===== config.mk =====
export PLATFORM = sky130hd
export DESIGN_NAME = sprite_tile_renderer
export DESIGN_NICKNAME = d
export VERILOG_FILES = /design/src/rtl/sprite_pkg.sv /design/src/rtl/sprite_axis_counter.sv /design/src/rtl/sprite_tile_renderer.sv
export SDC_FILE = /design/constraint.sdc
export NUM_CORES = 1
export LEC_CHECK = 0
export BUFFER_PORTS_ARGS = -buffer_cell sky130_fd_sc_hd__buf_2
export CAP_MARGIN = 5
export CORE_MARGIN = 1.5
export CORE_UTILIZATION = 29
export CTS_CLUSTER_SIZE = 30
export DETAILED_ROUTE_END_ITERATION = 7
export HOLD_SLACK_MARGIN = 0.05
export SYNTH_ARGS = -nofsm -noshare
export SYNTH_HDL_FRONTEND = slang
export SYNTH_SLANG_ARGS = --single-unit

===== constraint.sdc =====
create_clock -name vga_clk -period 3.4 [get_ports vga_clk]
set_clock_uncertainty 0.05 [all_clocks]
set_input_delay 0.68 -clock vga_clk [delete_from_list [all_inputs] [get_ports vga_clk]]
set_output_delay 0.68 -clock vga_clk [all_outputs]
set_load 0.01 [all_outputs]

===== src/rtl/sprite_pkg.sv =====
// Shared types and raster constants for the sprite tile renderer.
package sprite_pkg;

    typedef logic [9:0] coord_t;

    typedef struct packed {
        coord_t x;
        coord_t y;
        logic   flip;
    } origin_t;

    localparam int H_ACTIVE_C = 640;
    localparam int V_ACTIVE_C = 480;

endpackage


===== src/rtl/sprite_axis_counter.sv =====
// One sprite axis: a 0..SCALE-1 sub-texel counter driving a texel base that steps by STRIDE.
// The base saturates at (LIMIT-1)*STRIDE.
module sprite_axis_counter
    import sprite_pkg::*;
#(
    parameter int SCALE  = 1,
    parameter int STRIDE = 1,
    parameter int LIMIT  = 1,
    parameter int ADDR_W = 12
) (
    input  logic              vga_clk,
    input  logic              reset,
    input  logic              clear,
    input  logic              advance,
    output logic [ADDR_W-1:0] base
);

    localparam int SX_W = (SCALE > 1) ? $clog2(SCALE) : 1;
    localparam logic [ADDR_W-1:0] LAST = ADDR_W'((LIMIT - 1) * STRIDE);

    logic [SX_W-1:0]   sx_q;
    logic [SX_W-1:0]   sx_cur;
    logic [ADDR_W-1:0] base_q;

    // A clear takes effect for the current pixel, so the first window texel needs no extra cycle.
    always_comb begin
        sx_cur = clear ? '0 : sx_q;
        base   = clear ? '0 : base_q;
    end

    // NOTE: sequential state uses non-blocking assignments so every register samples pre-edge values.
    always_ff @(posedge vga_clk or posedge reset) begin
        if (reset) begin
            sx_q   <= '0;
            base_q <= '0;
        end else if (advance) begin
            if (sx_cur == SX_W'(SCALE - 1)) begin
                sx_q   <= '0;
                base_q <= (base == LAST) ? base : base + ADDR_W'(STRIDE);
            end else begin
                sx_q   <= sx_cur + 1'b1;
                base_q <= base;
            end
        end else if (clear) begin
            sx_q   <= '0;
            base_q <= '0;
        end
    end

endmodule


===== src/rtl/sprite_tile_renderer.sv =====
// Sprite pixel engine: places one integer-scaled sprite on the VGA raster and emits a latency-aligned
// palette index with an opaque-hit flag. Define SPRITE_MIRROR_EN to enable horizontal mirroring via flip_x.
module sprite_tile_renderer
    import sprite_pkg::*;
#(
    parameter int SPRITE_W   = 55,
    parameter int SPRITE_H   = 55,
    parameter int ADDR_W     = 12,
    parameter int IDX_W      = 2,
    parameter int SCALE      = 1,
    parameter int ROM_LAT    = 1,
    parameter int H_ACTIVE   = H_ACTIVE_C,
    parameter int V_ACTIVE   = V_ACTIVE_C,
    parameter int TRANSP_IDX = 0
) (
    input  logic              vga_clk,
    input  logic              reset,
    input  logic [9:0]        DrawX,
    input  logic [9:0]        DrawY,
    input  logic              blank,
    input  logic [9:0]        pos_x,
    input  logic [9:0]        pos_y,
    input  logic              pos_valid,
    output logic              pos_ready,
    input  logic              flip_x,
    output logic [ADDR_W-1:0] rom_address,
    input  logic [IDX_W-1:0]  rom_q,
    output logic [IDX_W-1:0]  pix_index,
    output logic              pix_hit
);

    localparam int WIN_W = SPRITE_W * SCALE;
    localparam int WIN_H = SPRITE_H * SCALE;

    origin_t           pending;
    origin_t           origin;
    logic              pending_full;
    logic              shown;
    logic              commit;
    logic              accept;
    logic              flip_req;
    logic [10:0]       px;
    logic [10:0]       py;
    logic [10:0]       x_lo;
    logic [10:0]       y_lo;
    logic              in_x;
    logic              in_y;
    logic              win;
    logic              col_clear;
    logic              row_adv;
    logic [ADDR_W-1:0] col;
    logic [ADDR_W-1:0] row_base;
    logic [ADDR_W-1:0] tex_col;
    logic [ROM_LAT:0]  win_d;
    logic              hit_next;

    assign commit    = (DrawX == 10'd0) && (DrawY == 10'(V_ACTIVE));
    assign accept    = pos_valid && !pending_full;
    assign pos_ready = !pending_full;

`ifdef SPRITE_MIRROR_EN
    assign flip_req = flip_x;
    assign tex_col  = origin.flip ? ADDR_W'(SPRITE_W - 1) - col : col;
`else
    logic unused_flip;
    assign flip_req    = 1'b0;
    assign tex_col     = col;
    assign unused_flip = flip_x ^ origin.flip;
`endif

    // A single pending slot: new origins only reach the live origin at the frame boundary.
    always_ff @(posedge vga_clk or posedge reset) begin
        if (reset) begin
            pending      <= '0;
            origin       <= '0;
            pending_full <= 1'b0;
            shown        <= 1'b0;
        end else begin
            if (commit && pending_full) begin
                origin <= pending;
                shown  <= 1'b1;
            end
            if (accept) begin
                pending      <= '{x: pos_x, y: pos_y, flip: flip_req};
                pending_full <= 1'b1;
            end else if (commit) begin
                pending_full <= 1'b0;
            end
        end
    end

    // 11-bit bounds keep sprites near the right/bottom edge from wrapping to column/row 0.
    always_comb begin
        px        = {1'b0, DrawX};
        py        = {1'b0, DrawY};
        x_lo      = {1'b0, origin.x};
        y_lo      = {1'b0, origin.y};
        in_x      = (px >= x_lo) && (px < x_lo + 11'(WIN_W));
        in_y      = (py >= y_lo) && (py < y_lo + 11'(WIN_H));
        win       = shown && blank && in_x && in_y;
        col_clear = (DrawX == origin.x);
        row_adv   = shown && in_y && (DrawX == 10'(H_ACTIVE)) && (DrawY < 10'(V_ACTIVE));
    end

    sprite_axis_counter #(
        .SCALE  (SCALE),
        .STRIDE (1),
        .LIMIT  (SPRITE_W),
        .ADDR_W (ADDR_W)
    ) u_x_axis (
        .vga_clk (vga_clk),
        .reset   (reset),
        .clear   (col_clear),
        .advance (win),
        .base    (col)
    );

    sprite_axis_counter #(
        .SCALE  (SCALE),
        .STRIDE (SPRITE_W),
        .LIMIT  (SPRITE_H),
        .ADDR_W (ADDR_W)
    ) u_y_axis (
        .vga_clk (vga_clk),
        .reset   (reset),
        .clear   (commit),
        .advance (row_adv),
        .base    (row_base)
    );

    always_ff @(posedge vga_clk or posedge reset) begin
        if (reset) begin
            rom_address <= '0;
        end else if (win) begin
            rom_address <= row_base + tex_col;
        end
    end

    // The window flag travels ROM_LAT+1 stages so it meets the ROM data of the same pixel.
    assign hit_next = win_d[ROM_LAT] && (rom_q != IDX_W'(TRANSP_IDX));

    always_ff @(posedge vga_clk or posedge reset) begin
        if (reset) begin
            win_d     <= '0;
            pix_hit   <= 1'b0;
            pix_index <= '0;
        end else begin
            win_d     <= {win_d[ROM_LAT-1:0], win};
            pix_hit   <= hit_next;
            pix_index <= hit_next ? rom_q : '0;
        end
    end

endmodule


==> metrics.log <==
INFO  metric run_status = complete, no violations
INFO  metric ioPinCount = 63
INFO  metric synth.avg_cell_area = 10.55 µm²
INFO  metric hpwl = 9929 µm
INFO  metric critical_path_arrival = 3.54 ns
INFO  metric syn_inst = 508
INFO  metric critical_path.max_fanout = 6
INFO  metric grt_setup_unrepaired = true
INFO  metric critical_path.startpoint = DrawX[8]
INFO  metric drive_gt1_share = 39.19%
INFO  metric intPower = 1.629 mW
INFO  metric clock.fmax = 298.8 MHz
INFO  metric period_needed = 3.347 ns
INFO  metric syn_area = 0.005360 mm²
INFO  metric clkSinkCount = 85
INFO  metric power.ir.vdd_worst = 0.2421 mV
INFO  metric detailedRoute.firstPassIterationCount = 4
INFO  metric fp.dieArea = 0.01931 mm²
INFO  metric worst-setup-path-type = in2reg
INFO  metric min-delay-path-class = reg2reg
INFO  metric switching_share = 24.61%
INFO  metric worst_setup_hold_path_clk_slew = 0.06 ns
INFO  metric part_of_the_power_in_combinational_logic = 7.8%
INFO  metric worst-r2r-setup-slack = 0.09 ns
INFO  metric remaining_max_slew_budget_at_the_tightest_pin = 34.57%
INFO  metric drt-initial-drc-count = 158
INFO  metric initial_utilization = 29.74%
INFO  metric synth-seq-area-share = 39.68%
INFO  metric timing.max_cap.violations = 0
INFO  metric die_h = 139.0 µm
INFO  metric worstReg2RegEnd = rom_address[10]
INFO  metric worst_ep_required_time = 3.59 ns
INFO  metric p_leak = 3.485 nW
INFO  metric maxSlewViolCount = 0
INFO  metric die-width = 139.0 µm
INFO  metric switching_power = 0.5317 mW
INFO  metric detail_route.vias_per_cell = 4.758
INFO  metric fillCellCount = 1,744
INFO  metric synthesis.yosys.warnings = 0
INFO  metric pwr-share-clk = 43.4%
INFO  metric antenna_found_initial = 0
INFO  metric buffer_ports.inserted = 61
INFO  metric number_of_nets_produced_by_synthesis = 613
INFO  metric area_growth = 32.12%
INFO  metric hold_viol = 0
INFO  metric via_count = 4,258
INFO  metric reg_to_reg_start = origin[17]
INFO  metric clk_root_buffer_cell = sky130_fd_sc_hd__clkbuf_16
INFO  metric grt_remaining_overflow = 0
INFO  metric synth_cell_types = 56
INFO  metric routed_wl = 12,620 µm
INFO  metric final_net_count = 766
INFO  metric antennaDiodeCount = 0
INFO  metric insertion_delay = 0.36 ns
INFO  metric endpoint = rom_address[10]
INFO  metric ant_nets = 0
INFO  metric drt_drc_violations_left = 0
INFO  metric cts_buffers = 9
INFO  metric grt_first_pass_wirelength = 21,320 µm
INFO  metric pin_count_of_the_biggest_net_entering_global_routing = 56
INFO  metric longest_clk_path_bufs = 2
INFO  metric wire_per_inst = 14.10 µm
INFO  metric worst_pin_slew = 0.9804 ns
INFO  metric rows = 49
INFO  metric synthArstFlopShare = 100.0%
INFO  metric design_area = 0.007082 mm²
INFO  metric flop_and_latch_count_out_of_synthesis = 85
INFO  metric postPlaceCellArea = 0.006644 mm²
INFO  metric power_density = 305.1 mW/mm²
INFO  metric kind_of_capture_point_of_the_worst_setup_path = flop
INFO  metric fin_setup_tns = 0 ns
INFO  metric cts.htree.levels = 3
INFO  metric gr-usage-all-layers = 13.57%
INFO  metric synth-main-ff-cell = sky130_fd_sc_hd__dfrtp_1
INFO  metric finalCritPeriodShare = 98.43%
INFO  metric report.final.setup_viol = 0
INFO  metric sequentialPowerShare = 48.8%
INFO  metric post_synth_edffs = 0
INFO  metric worstRegToRegCells = 16
INFO  metric gp_congestion = 0.8373
INFO  metric design.core.area = 0.01802 mm²
INFO  metric critPathLaunchType = input pin
INFO  metric tritoncts = yes
INFO  metric grt_pass1_vias = 4,628
Yosys cell counts (all sizes together) (12+ instances only):
library cell | count | area share [%]
xnor2 | 24 | 3.9
mux2 | 42 | 8.8
dfrtp | 85 | 40
nor2b | 12 | 1.4
o21ai | 30 | 2.8
inv | 35 | 2.5
ha | 57 | 13
and2 | 14 | 1.6
xor2 | 18 | 2.9
nor2 | 13 | 0.91
nand4 | 13 | 1.8
nand2 | 38 | 2.7
a21oi | 18 | 1.7
worst min-delay path by stage:
| stage | from | end | slack, ns | cells past startpoint |
|---|---|---|---|---|
| 2_1_floorplan | win_d[0] | win_d[1] | 0.28 | 0 |
| 3_3_place_gp | win_d[0] | win_d[1] | 0.28 | 0 |
| 3_5_place_dp | win_d[0] | win_d[1] | 0.29 | 0 |
| 4_1_cts | win_d[0] | win_d[1] | 0.31 | 0 |
| 5_1_grt | win_d[0] | win_d[1] | 0.32 | 0 |
| 6_report | win_d[0] | win_d[1] | 0.30 | 0 |
power by group through the flow:
stage	logic, mW	registers (mW)	clock network [mW]
3_3_place_gp	0.159	1.07	0
5_1_grt	0.191	1.06	1.02
2_1_floorplan	0.0851	1.07	0
3_5_place_dp	0.166	1.07	0
6_report	0.168	1.05	0.939
4_1_cts	0.167	1.05	0.969
cells in the final DEF, fill, tap and decap left out, drive strengths merged, types with 4 or more instances in the layout:
| cell | synthesis | final |
|---|---|---|
| nand2b | 6 | 6 |
| xnor2 | 24 | 24 |
| dfrtp | 85 | 85 |
| nor4 | 9 | 9 |
| a211oi | 4 | 4 |
| nand3 | 8 | 8 |
| nand4 | 13 | 14 |
| xor2 | 18 | 18 |
| o31ai | 5 | 5 |
| nor3 | 10 | 10 |
| clkbuf | 3 | 9 |
| and3 | 8 | 8 |
| nor2b | 12 | 12 |
| nor2 | 13 | 13 |
| ha | 57 | 57 |
| or3 | 4 | 4 |
| buf | 7 | 151 |
| mux2 | 42 | 42 |
| o21ai | 30 | 30 |
| inv | 35 | 38 |
| o21a | 7 | 7 |
| nand2 | 38 | 38 |
| a21o | 7 | 7 |
| nor4b | 6 | 6 |
| a21oi | 18 | 18 |
| and2 | 14 | 14 |
layer usage:
layer	up-vias	GRT usage [%]	share of wire (%)
met1	2024	15.39	43
met3	22	3.936	4.4
met5	-	0	0
met2	89	24.26	50
met4	0	4.770	1.8
li1	2123	-	-
worst max-delay path, stage by stage:
cell                       delay, ns
sky130_fd_sc_hd__buf_2          0.13
sky130_fd_sc_hd__ha_4           0.26
sky130_fd_sc_hd__nand4_1        0.13
sky130_fd_sc_hd__or4_4          0.62
sky130_fd_sc_hd__buf_6          0.16
sky130_fd_sc_hd__nand2_4        0.06
sky130_fd_sc_hd__inv_4          0.04
sky130_fd_sc_hd__ha_4           0.16
sky130_fd_sc_hd__fa_2           0.35
sky130_fd_sc_hd__a21o_1         0.19
sky130_fd_sc_hd__a21oi_2        0.17
sky130_fd_sc_hd__o211ai_1       0.12
sky130_fd_sc_hd__o21ai_1        0.13
sky130_fd_sc_hd__o21ai_1        0.11
sky130_fd_sc_hd__xnor2_1        0.15
sky130_fd_sc_hd__o21ai_1        0.07
layout make-up:
cell class / count / area, µm² / area share [%]
timing repair buffer: 151 / 1005 / 14.19
sequential: 85 / 2127 / 30.04
tap: 229 / 286.5 / 4.046
clock buffer: 9 / 225.2 / 3.180
multi-input combinational: 379 / 3246 / 45.83
inverter: 35 / 137.6 / 1.943
clock inverter: 7 / 55.05 / 0.7774
timing repair:
action | in CTS | in global routing
setup buffers | 0 | 4
endpoints found under the setup margin | 3 | 27
gates cloned | 0 | 1
endpoints found under the hold margin | 0 | 0
gates resized for setup | 2 | 34
hold buffers | 0 | 0
pin swaps | 1 | 22
metrics by stage:
| stage | worst slack (ns) | util, % | hold slack (ns) | instances | total power, mW |
|---|---|---|---|---|---|
| final | 0.05340 | 39.29 | 0.3008 | 895 | 2.161 |
| after floorplan | -0.03410 | - | 0.2812 | 508 | 1.151 |
| after detailed placement | -0.4054 | 36.86 | 0.2918 | 874 | 1.239 |
| after global placement | -0.3533 | 36.86 | 0.2833 | 874 | 1.230 |
| after CTS | 0.004196 | 38.48 | 0.3069 | 890 | 2.190 |
| after global routing | -0.09359 | 39.29 | 0.3193 | 895 | 2.273 |
logic make-up after synthesis:
kind of cell	share of synthesized area, %
flops	39.68
simple gates	16.22
xor+xnor	6.863
buf+inv	3.408
fa+ha+maj	13.68
mux	9.010
compound gates	11.13
state kept, by name, indices dropped and copies added, names as in the netlist:
| register | count |
|---|---|
| pending_full | 1 |
| u_y_axis.base_q | 12 |
| pix_index | 2 |
| shown | 1 |
| rom_address | 12 |
| pix_hit | 1 |
| u_x_axis.sx_q | 1 |
| win_d | 2 |
| pending | 20 |
| u_x_axis.base_q | 12 |
| origin | 20 |
| u_y_axis.sx_q | 1 |
Note: power is estimated with default switching activity, not from simulation.
